$ cat config.mk
export PLATFORM = sky130hd
export DESIGN_NAME = scsi_xfer_sm
export DESIGN_NICKNAME = d
export VERILOG_FILES = /design/src/rtl/scsi_xfer_sm.sv
export SDC_FILE = /design/constraint.sdc
export NUM_CORES = 1
export LEC_CHECK = 0
export ABC_CLOCK_PERIOD_IN_PS = 1200
export CAP_MARGIN = 20
export CORE_MARGIN = 3
export CORE_UTILIZATION = 45
export CTS_BUF_LIST = sky130_fd_sc_hd__clkbuf_4 sky130_fd_sc_hd__clkbuf_8
export DETAILED_ROUTE_END_ITERATION = 16
export GPL_TIMING_DRIVEN = 0
export HOLD_SLACK_MARGIN = 0.1
export PLACE_DENSITY = 0.79
export SYNTH_ARGS = -nofsm -noshare
export SYNTH_HDL_FRONTEND = slang
export SYNTH_SLANG_ARGS = --single-unit
$ cat constraint.sdc
create_clock -name CPUCLK -period 1.2 [get_ports CPUCLK]
set_input_delay 0.18 -clock CPUCLK [delete_from_list [all_inputs] [get_ports CPUCLK]]
set_output_delay 0.18 -clock CPUCLK [all_outputs]
set_load 0.005 [all_outputs]
$ cat src/rtl/scsi_xfer_sm.sv
// scsi_xfer_sm: sequences CPU register cycles and DMA byte transfers on the SCSI controller port.
// Optional: define SCSI_XFER_FLUSH_EN to enable the partial-word FLUSH state.
module scsi_xfer_sm #(
    parameter int unsigned LANES        = 4,
    parameter int unsigned STROBE_CYC   = 2,
    parameter int unsigned RECOVERY_CYC = 1,
    localparam int unsigned LaneW       = (LANES > 1) ? $clog2(LANES) : 1
) (
    input  logic             CPUCLK,
    input  logic             RESET,
    input  logic             CPUREQ,
    input  logic             RW,
    input  logic             DMADIR,
    input  logic             DREQ_,
    input  logic             FIFOFULL,
    input  logic             FIFOEMPTY,
    input  logic             FLUSH,
    output logic             SCSI_CS,
    output logic             RE,
    output logic             WE,
    output logic             DACK,
    output logic             S2CPU,
    output logic             CPU2S,
    output logic             S2F,
    output logic             F2S,
    output logic             DSACK,
    output logic             INCBO,
    output logic             INCNI,
    output logic             INCNO,
    output logic [LaneW-1:0] LANE
);

    localparam int unsigned MaxCyc = (STROBE_CYC > RECOVERY_CYC) ? STROBE_CYC : RECOVERY_CYC;
    localparam int unsigned CntW   = (MaxCyc > 1) ? $clog2(MaxCyc) : 1;

    localparam logic [CntW-1:0]  StrobeLoad = CntW'(STROBE_CYC - 1);
    localparam logic [CntW-1:0]  RecovLoad  = CntW'(RECOVERY_CYC - 1);
    localparam logic [LaneW-1:0] LaneLast   = LaneW'(LANES - 1);

    typedef enum logic [2:0] {
        StIdle,
        StCpuSetup,
        StCpuStrobe,
        StCpuAck,
        StDmaSetup,
        StDmaStrobe,
        StDmaRecov,
        StFlush
    } state_e;

    state_e           state_q, state_d;
    logic             cpureq_q;
    logic             dreq_n_q, dreq_n_d;
    logic             rw_q, rw_d;
    logic             dir_q, dir_d;
    logic [CntW-1:0]  cnt_q, cnt_d;
    logic [LaneW-1:0] lane_q, lane_d;
    logic             flush_go;
    logic             word_wrap;

    logic scsi_cs_q, scsi_cs_d;
    logic re_q, re_d;
    logic we_q, we_d;
    logic dack_q, dack_d;
    logic s2cpu_q, s2cpu_d;
    logic cpu2s_q, cpu2s_d;
    logic s2f_q, s2f_d;
    logic f2s_q, f2s_d;
    logic dsack_q, dsack_d;
    logic incbo_q, incbo_d;
    logic incni_q, incni_d;
    logic incno_q, incno_d;

`ifdef SCSI_XFER_FLUSH_EN
    assign flush_go = FLUSH && (lane_q != '0) && dir_q;
`else
    logic flush_unused;
    assign flush_unused = FLUSH;
    assign flush_go     = 1'b0;
`endif

    // DREQ_ is re-sampled only while idle, so a stale request never restarts a byte early.
    assign dreq_n_d = (state_q == StIdle) ? DREQ_ : 1'b1;

    always_comb begin
        state_d = state_q;
        rw_d    = rw_q;
        dir_d   = dir_q;
        cnt_d   = cnt_q;
        lane_d  = lane_q;
        case (state_q)
            StIdle: begin
                if (cpureq_q) begin
                    state_d = StCpuSetup;
                    rw_d    = RW;
                end else if (!dreq_n_q && (DMADIR ? !FIFOFULL : !FIFOEMPTY)) begin
                    state_d = StDmaSetup;
                    dir_d   = DMADIR;
                end else if (flush_go) begin
                    state_d = StFlush;
                    lane_d  = '0;
                end
            end
            StCpuSetup: begin
                state_d = StCpuStrobe;
                cnt_d   = StrobeLoad;
            end
            StCpuStrobe: begin
                if (cnt_q == '0) state_d = StCpuAck;
                else             cnt_d   = cnt_q - CntW'(1);
            end
            StCpuAck: begin
                if (!cpureq_q) state_d = StIdle;
            end
            StDmaSetup: begin
                state_d = StDmaStrobe;
                cnt_d   = StrobeLoad;
            end
            StDmaStrobe: begin
                if (cnt_q == '0) begin
                    state_d = StDmaRecov;
                    cnt_d   = RecovLoad;
                    lane_d  = (lane_q == LaneLast) ? '0 : lane_q + LaneW'(1);
                end else begin
                    cnt_d = cnt_q - CntW'(1);
                end
            end
            StDmaRecov: begin
                if (cnt_q == '0) state_d = StIdle;
                else             cnt_d   = cnt_q - CntW'(1);
            end
            StFlush: state_d = StIdle;
            default: state_d = StIdle;
        endcase
    end

    // Outputs decode the next state so they switch on the same edge as the state register.
    always_comb begin
        scsi_cs_d = (state_d == StCpuSetup) || (state_d == StCpuStrobe);
        s2cpu_d   = rw_d && ((state_d == StCpuSetup) || (state_d == StCpuStrobe) ||
                             (state_d == StCpuAck));
        cpu2s_d   = !rw_d && scsi_cs_d;
        dack_d    = (state_d == StDmaSetup) || (state_d == StDmaStrobe);
        s2f_d     = dack_d && dir_d;
        f2s_d     = dack_d && !dir_d;
        re_d      = ((state_d == StCpuStrobe) && rw_d) || ((state_d == StDmaStrobe) && dir_d);
        we_d      = ((state_d == StCpuStrobe) && !rw_d) || ((state_d == StDmaStrobe) && !dir_d);
        dsack_d   = (state_d == StCpuAck);
        incbo_d   = (state_q == StDmaStrobe) && (state_d == StDmaRecov);
        word_wrap = incbo_d && (lane_q == LaneLast);
        incni_d   = (word_wrap && dir_q) || (state_d == StFlush);
        incno_d   = word_wrap && !dir_q;
    end

    always_ff @(posedge CPUCLK or posedge RESET) begin
        if (RESET) begin
            state_q   <= StIdle;
            cpureq_q  <= 1'b0;
            dreq_n_q  <= 1'b1;
            rw_q      <= 1'b0;
            dir_q     <= 1'b0;
            cnt_q     <= '0;
            lane_q    <= '0;
            scsi_cs_q <= 1'b0;
            re_q      <= 1'b0;
            we_q      <= 1'b0;
            dack_q    <= 1'b0;
            s2cpu_q   <= 1'b0;
            cpu2s_q   <= 1'b0;
            s2f_q     <= 1'b0;
            f2s_q     <= 1'b0;
            dsack_q   <= 1'b0;
            incbo_q   <= 1'b0;
            incni_q   <= 1'b0;
            incno_q   <= 1'b0;
        end else begin
            state_q   <= state_d;
            cpureq_q  <= CPUREQ;
            dreq_n_q  <= dreq_n_d;
            rw_q      <= rw_d;
            dir_q     <= dir_d;
            cnt_q     <= cnt_d;
            lane_q    <= lane_d;
            scsi_cs_q <= scsi_cs_d;
            re_q      <= re_d;
            we_q      <= we_d;
            dack_q    <= dack_d;
            s2cpu_q   <= s2cpu_d;
            cpu2s_q   <= cpu2s_d;
            s2f_q     <= s2f_d;
            f2s_q     <= f2s_d;
            dsack_q   <= dsack_d;
            incbo_q   <= incbo_d;
            incni_q   <= incni_d;
            incno_q   <= incno_d;
        end
    end

    assign SCSI_CS = scsi_cs_q;
    assign RE      = re_q;
    assign WE      = we_q;
    assign DACK    = dack_q;
    assign S2CPU   = s2cpu_q;
    assign CPU2S   = cpu2s_q;
    assign S2F     = s2f_q;
    assign F2S     = f2s_q;
    assign DSACK   = dsack_q;
    assign INCBO   = incbo_q;
    assign INCNI   = incni_q;
    assign INCNO   = incno_q;
    assign LANE    = lane_q;

endmodule

* Word-level counts from Yosys, hierarchy flattened *
Cells that the tools add are included.
W data, S select, Z words.

operators by class
  reductions and logical operators = 30
  multiplexer cells = 17
  add/subtract/negate cells = 2
  bitwise operators = 1
  eq/ne operators = 15

operator list
  operator               number
  $eq A3 B3 Y1 const B   8
  $pmux W3 S8            1
  $mux W3                6
  $logic_and A1 B1 Y1    13
  $eq A3 B2 Y1 const B   4
  $mux W1                8
  $eq A3 B1 Y1 const B   2
  $logic_not A1 Y1       6
  $logic_or A1 B1 Y1     6
  $logic_not A3 Y1       1
  $reduce_or A3 Y1       1
  $add A2 B1 Y2 const B  1
  $eq A2 B2 Y1 const B   1
  $mux W2                1
  $pmux W1 S2            1
  $reduce_and A2 Y1      1
  $reduce_bool A2 Y1     1
  $reduce_or A2 Y1       1
  $not A1 Y1             1
  $sub A1 B1 Y1 const B  1

storage, ports and cells
  register bits = 22
  input bits = 9
  word-level logic and storage cells = 84
  output and inout port bits = 14

* Logic depth before layout (Yosys ltp) *
  word-level depth = 11
  gate-level depth with buffers = 5
  depth with buffers taken out = 4

* Least setup slack after synthesis *
Ideal clock, no wire load.

  path kind = register -> register
  start = register cnt_q
  end = register lane_q[0], in the netlist LANE[0]
  data required time = 1.072 ns
  library setup time = 0.128 ns
  path buffers = 0
  stages on the path, launching flop included = 4
  period minus slack after synthesis = 1.266 ns
  arrival time = 1.138 ns
  path slack = -0.066 ns
  cell sequence = dfrtp_1 nand2b_4 nor3b_4 mux2_1

on the way
  cells in the longest elaborated chain, start to end = 2

RTL lines
  what                                RTL line  text
  start: declaration                  56        logic [CntW-1:0] cnt_q, cnt_d;
  start signal: assignment            182       cnt_q <= cnt_d;
  $not A1 Y1 (no source line)         --
  $reduce_and A2 Y1 (no source line)  --
  end signal: assignment              183       lane_q <= lane_d;
  end: declaration                    57        logic [LaneW-1:0] lane_q, lane_d;

No other way between the ends.
A chain may end at the register's enable or synchronous reset.

* Final worst setup path *
  start = register cnt_q
  end = register s2cpu_q, in the netlist S2CPU

on the way
  cells in the longest elaborated chain, start to end = 6
  elaborated cells on any way between the ends = 10
  classes of those cells = eq/ne: 3; mux: 4; reduce/logical: 3

RTL lines
  what                                                 RTL line       text
  $mux W3, on equally long branches                    129, 109, 120
  $pmux W3 S8 (*)                                      91             case (state_q)
  $eq A3 B1 Y1 / $eq A3 B2 Y1 (equally long branches)  140            s2cpu_d = rw_d && ((state_d == StCpuSetup) || (state_d == StCpuStrobe) ||
  $logic_or A1 B1 Y1                                   140
  $logic_or A1 B1 Y1 (*)                               140
  $logic_and A1 B1 Y1 (*)                              140
  via s2cpu_d                                          65             logic s2cpu_q, s2cpu_d;
  end signal: assignment                               188            s2cpu_q <= s2cpu_d;
  end: declaration                                     65

Mark *: on every way through the listed nets, which the timed path passes. The rest lies on a longest branch.

==> flow_metrics.env <==
export IMPL_drt_initial_drc_count=12
export IMPL_fin_worst_skew_ns=0.01495
export IMPL_hold_ws_ns=0.2896
export IMPL_yosysMostFrequentCell="dfrtp_1"
export IMPL_n_antenna_cell=0
export IMPL_synthToLayoutAreaGrowth_pct=55.99
export IMPL_htree_levels=1
export IMPL_synth_edf_count=0
export IMPL_cp_max_fo=3
export IMPL_synth_seq_cells=22
export IMPL_grt_max_degree=23
export IMPL_cts_made_buffers=3
export IMPL_drcViolationCount=0
export IMPL_max_clock_path_buffers=2
export IMPL_tritoncts="yes"
export IMPL_critPathKind="reg -> reg"
export IMPL_top_register="state_q"
export IMPL_slowest_stage="dfrtp_1"
export IMPL_ios=23
export IMPL_synthFlopType="dfrtp_1"
export IMPL_finalHoldViolCount=0
export IMPL_worst_slack_ns=-0.1704
export IMPL_path_delay_family="flip-flops"
export IMPL_coreArea_um2=1982
export IMPL_finalSetupViolations=16
export IMPL_drive_above_1_share_pct=40.32
export IMPL_start_kind="register"
export IMPL_avgRoutedWirePerCell_um=14.61
export IMPL_crit_top_cell="buf_4"
export IMPL_antenna_left=0
export IMPL_clkLatencyLatePin_ns=0.32
export IMPL_yosys_top_cells_count="21 x dfrtp_1, 7 x inv_1, 5 x nor3_1, 4 x a21oi_1, 4 x mux2i_1"
export IMPL_fp_dieW_um=52.21
export IMPL_synth_async_reset_ratio_pct=100.0
export IMPL_antenna_found_initial=0
export IMPL_power_density_nw_per_um2=2157
export IMPL_drtPass1Iterations=5
export IMPL_grt_ovfl_total=0
export IMPL_relSlewSlack_pct=48.33
export IMPL_wl_um=2206
export IMPL_crit_path_end_kind="register"
export IMPL_cts_sinks=22
export IMPL_power_w=0.003234
export IMPL_synth_top_area_share_pct=54.69
export IMPL_critPathMaxStageDelay_ns=0.42
export IMPL_port_buffer_count=21
export IMPL_cp_cell_sequence="buf_4 -> buf_4 -> nand2b_1 -> a21oi_1 -> mux2i_1 -> a211oi_2"
export IMPL_worst_hold_path_type="in -> async"
export IMPL_crit_required_ns=1.38
export IMPL_violations="setup timing"
export IMPL_initial_core_util_pct=48.48
export IMPL_nFillCells=125
export IMPL_syn_inst=82
export IMPL_synth_area_leaders="dfrtp_1 55%, mux2i_1 4.2%, dfstp_2 2.7%, inv_1 2.7%, nor3_1 2.6%"
export IMPL_yosysTopAreaCell="dfrtp_1"
export IMPL_die_y_um=52.21
export IMPL_cts_root_buf="clkbuf_4"
export IMPL_crit_arrival_ns=1.56
export IMPL_vdd_drop_max_mv=1.345
export IMPL_ys_types=32
export IMPL_grt_pass1_vias=661
export IMPL_slew_viol_final=0
export IMPL_viasPerCell=5.146
export IMPL_grt_first_pass_wirelength_um=2856
export IMPL_status="finished with violations"
export IMPL_fin_nets=135
export IMPL_synth_area_um2=960.9
export IMPL_syn_num_nets=92
export IMPL_fmax_ghz=0.7297
export IMPL_synth_seq_area_share_pct=57.42
export IMPL_period_needed_ns=1.370
export IMPL_maxCapViolCount=0
export IMPL_worst_pin_slew_ns=0.7742
export IMPL_clk_pin_slew_ns=0.12
export IMPL_fin_crit_sh_pct=114.2
export IMPL_num_rows=16
export IMPL_hpwlAfterDp_um=1222
export IMPL_leakage_nw=0.7375
export IMPL_gp_congestion=0.7886
export IMPL_rsz0062_at_grt="yes"
export IMPL_largest_reg_flops=3
export IMPL_track_usage_pct=14.18
export IMPL_vias=777
export IMPL_cp_buffers_inverters=2
export IMPL_dieArea_um2=2726
export IMPL_synth_avg_cell_area_um2=11.72
export IMPL_yosys_warnings=0
## per-stage QoR
| stage | cells | setup slack, ns | TNS, ns | util (%) | cell area [µm²] |
|---|---|---|---|---|---|
| 5_1_grt | 151 | -0.2364 | -2.714 | 75.63 | 1499 |
| 2_1_floorplan | 82 | -0.04668 | -0.09336 | - | 960.9 |
| 4_1_cts | 140 | -0.1195 | -0.8075 | 65.03 | 1289 |
| 3_3_place_gp | 130 | -0.3492 | -2.170 | 60.80 | 1205 |
| 3_5_place_dp | 130 | -0.4004 | -2.594 | 60.80 | 1205 |
| 6_report | 151 | -0.1704 | -1.510 | 75.63 | 1499 |
## report_power, final
part	leakage [nW]	internal [W]	total [W]	switching, W
Clock	0.0184	0.000153	0.000361	0.000208
Sequential	0.279	0.000946	0.00107	0.000124
Combinational	0.440	0.000979	0.00180	0.000824
## worst reg2reg max path, stage by stage, from the launching register on
cell and delay [ns]:
dfrtp_1 0.42, buf_4 0.15, buf_4 0.14, nand2b_1 0.12
a21oi_1 0.10, mux2i_1 0.23, a211oi_2 0.11
## cells in the final DEF (no fill, tap or decap), types with 2 or more instances in the layout
master / instances
inv_1: 6
nor2b_4: 2
and3_1: 2
buf_6: 7
dlygate4sd2_1: 13
a211oi_2: 2
buf_4: 14
a21oi_1: 4
nor3_4: 2
mux2_4: 2
clkdlybuf4s50_1: 7
dfrtp_1: 21
clkbuf_4: 4
a31oi_1: 2
mux2i_4: 2
nor3_1: 3
nand2b_1: 2
and2_1: 2
inv_4: 2
o21ai_1: 2
nor2_1: 2
## kinds of logic (layout without fill, tap and decap cells)
kind of cell	after synthesis	after routing	synth area share, %
adder cells (fa/ha/maj)	1	1	1.302
multiplexers	6	6	6.510
buffers and inverters	13	55	6.902
AND/OR/NAND/NOR	25	25	17.97
AO/OA/AOI/OAI	15	15	9.895
flip-flops	22	22	57.42
## cell type report
type,count,area (µm²),area share [%]
inverter,9,38.79,2.588
multi-input combinational,47,466.7,31.14
sequential,22,551.8,36.81
tap,27,33.78,2.254
buffer,4,41.29,2.755
clock buffer,4,30.03,2.003
timing repair buffer,38,336.6,22.45
## layer usage
metal,track usage [%],vias up,routed length (µm)
met3,3.419,4,125
li1,-,365,-
met5,0,-,0
met1,16.39,376,885
met2,24.69,32,1141
met4,6.383,0,54
## worst paths after layout
path	from	to	slack, ns	depth (start not counted)
setup / recovery	cnt_q	S2CPU	-0.17	6
hold / removal	RESET	INCBO	0.29	2
setup reg to reg	cnt_q	S2CPU	-0.17	6
hold reg to reg	state_q[1]	WE	0.57	2
max in group asynchronous	RESET	DSACK	0.41	2
min in group CPUCLK	CPUREQ	cpureq_q	0.30	1
## timing repair
item / in CTS / in global routing
pin swaps: 5 / 7
cloned: 0 / 0
setup buffers: 6 / 11
hold buffers: 0 / 0
gates resized for setup: 21 / 30
endpoints found under the setup margin: 26 / 19
No activity file was read; power rests on OpenSTA's default activity.
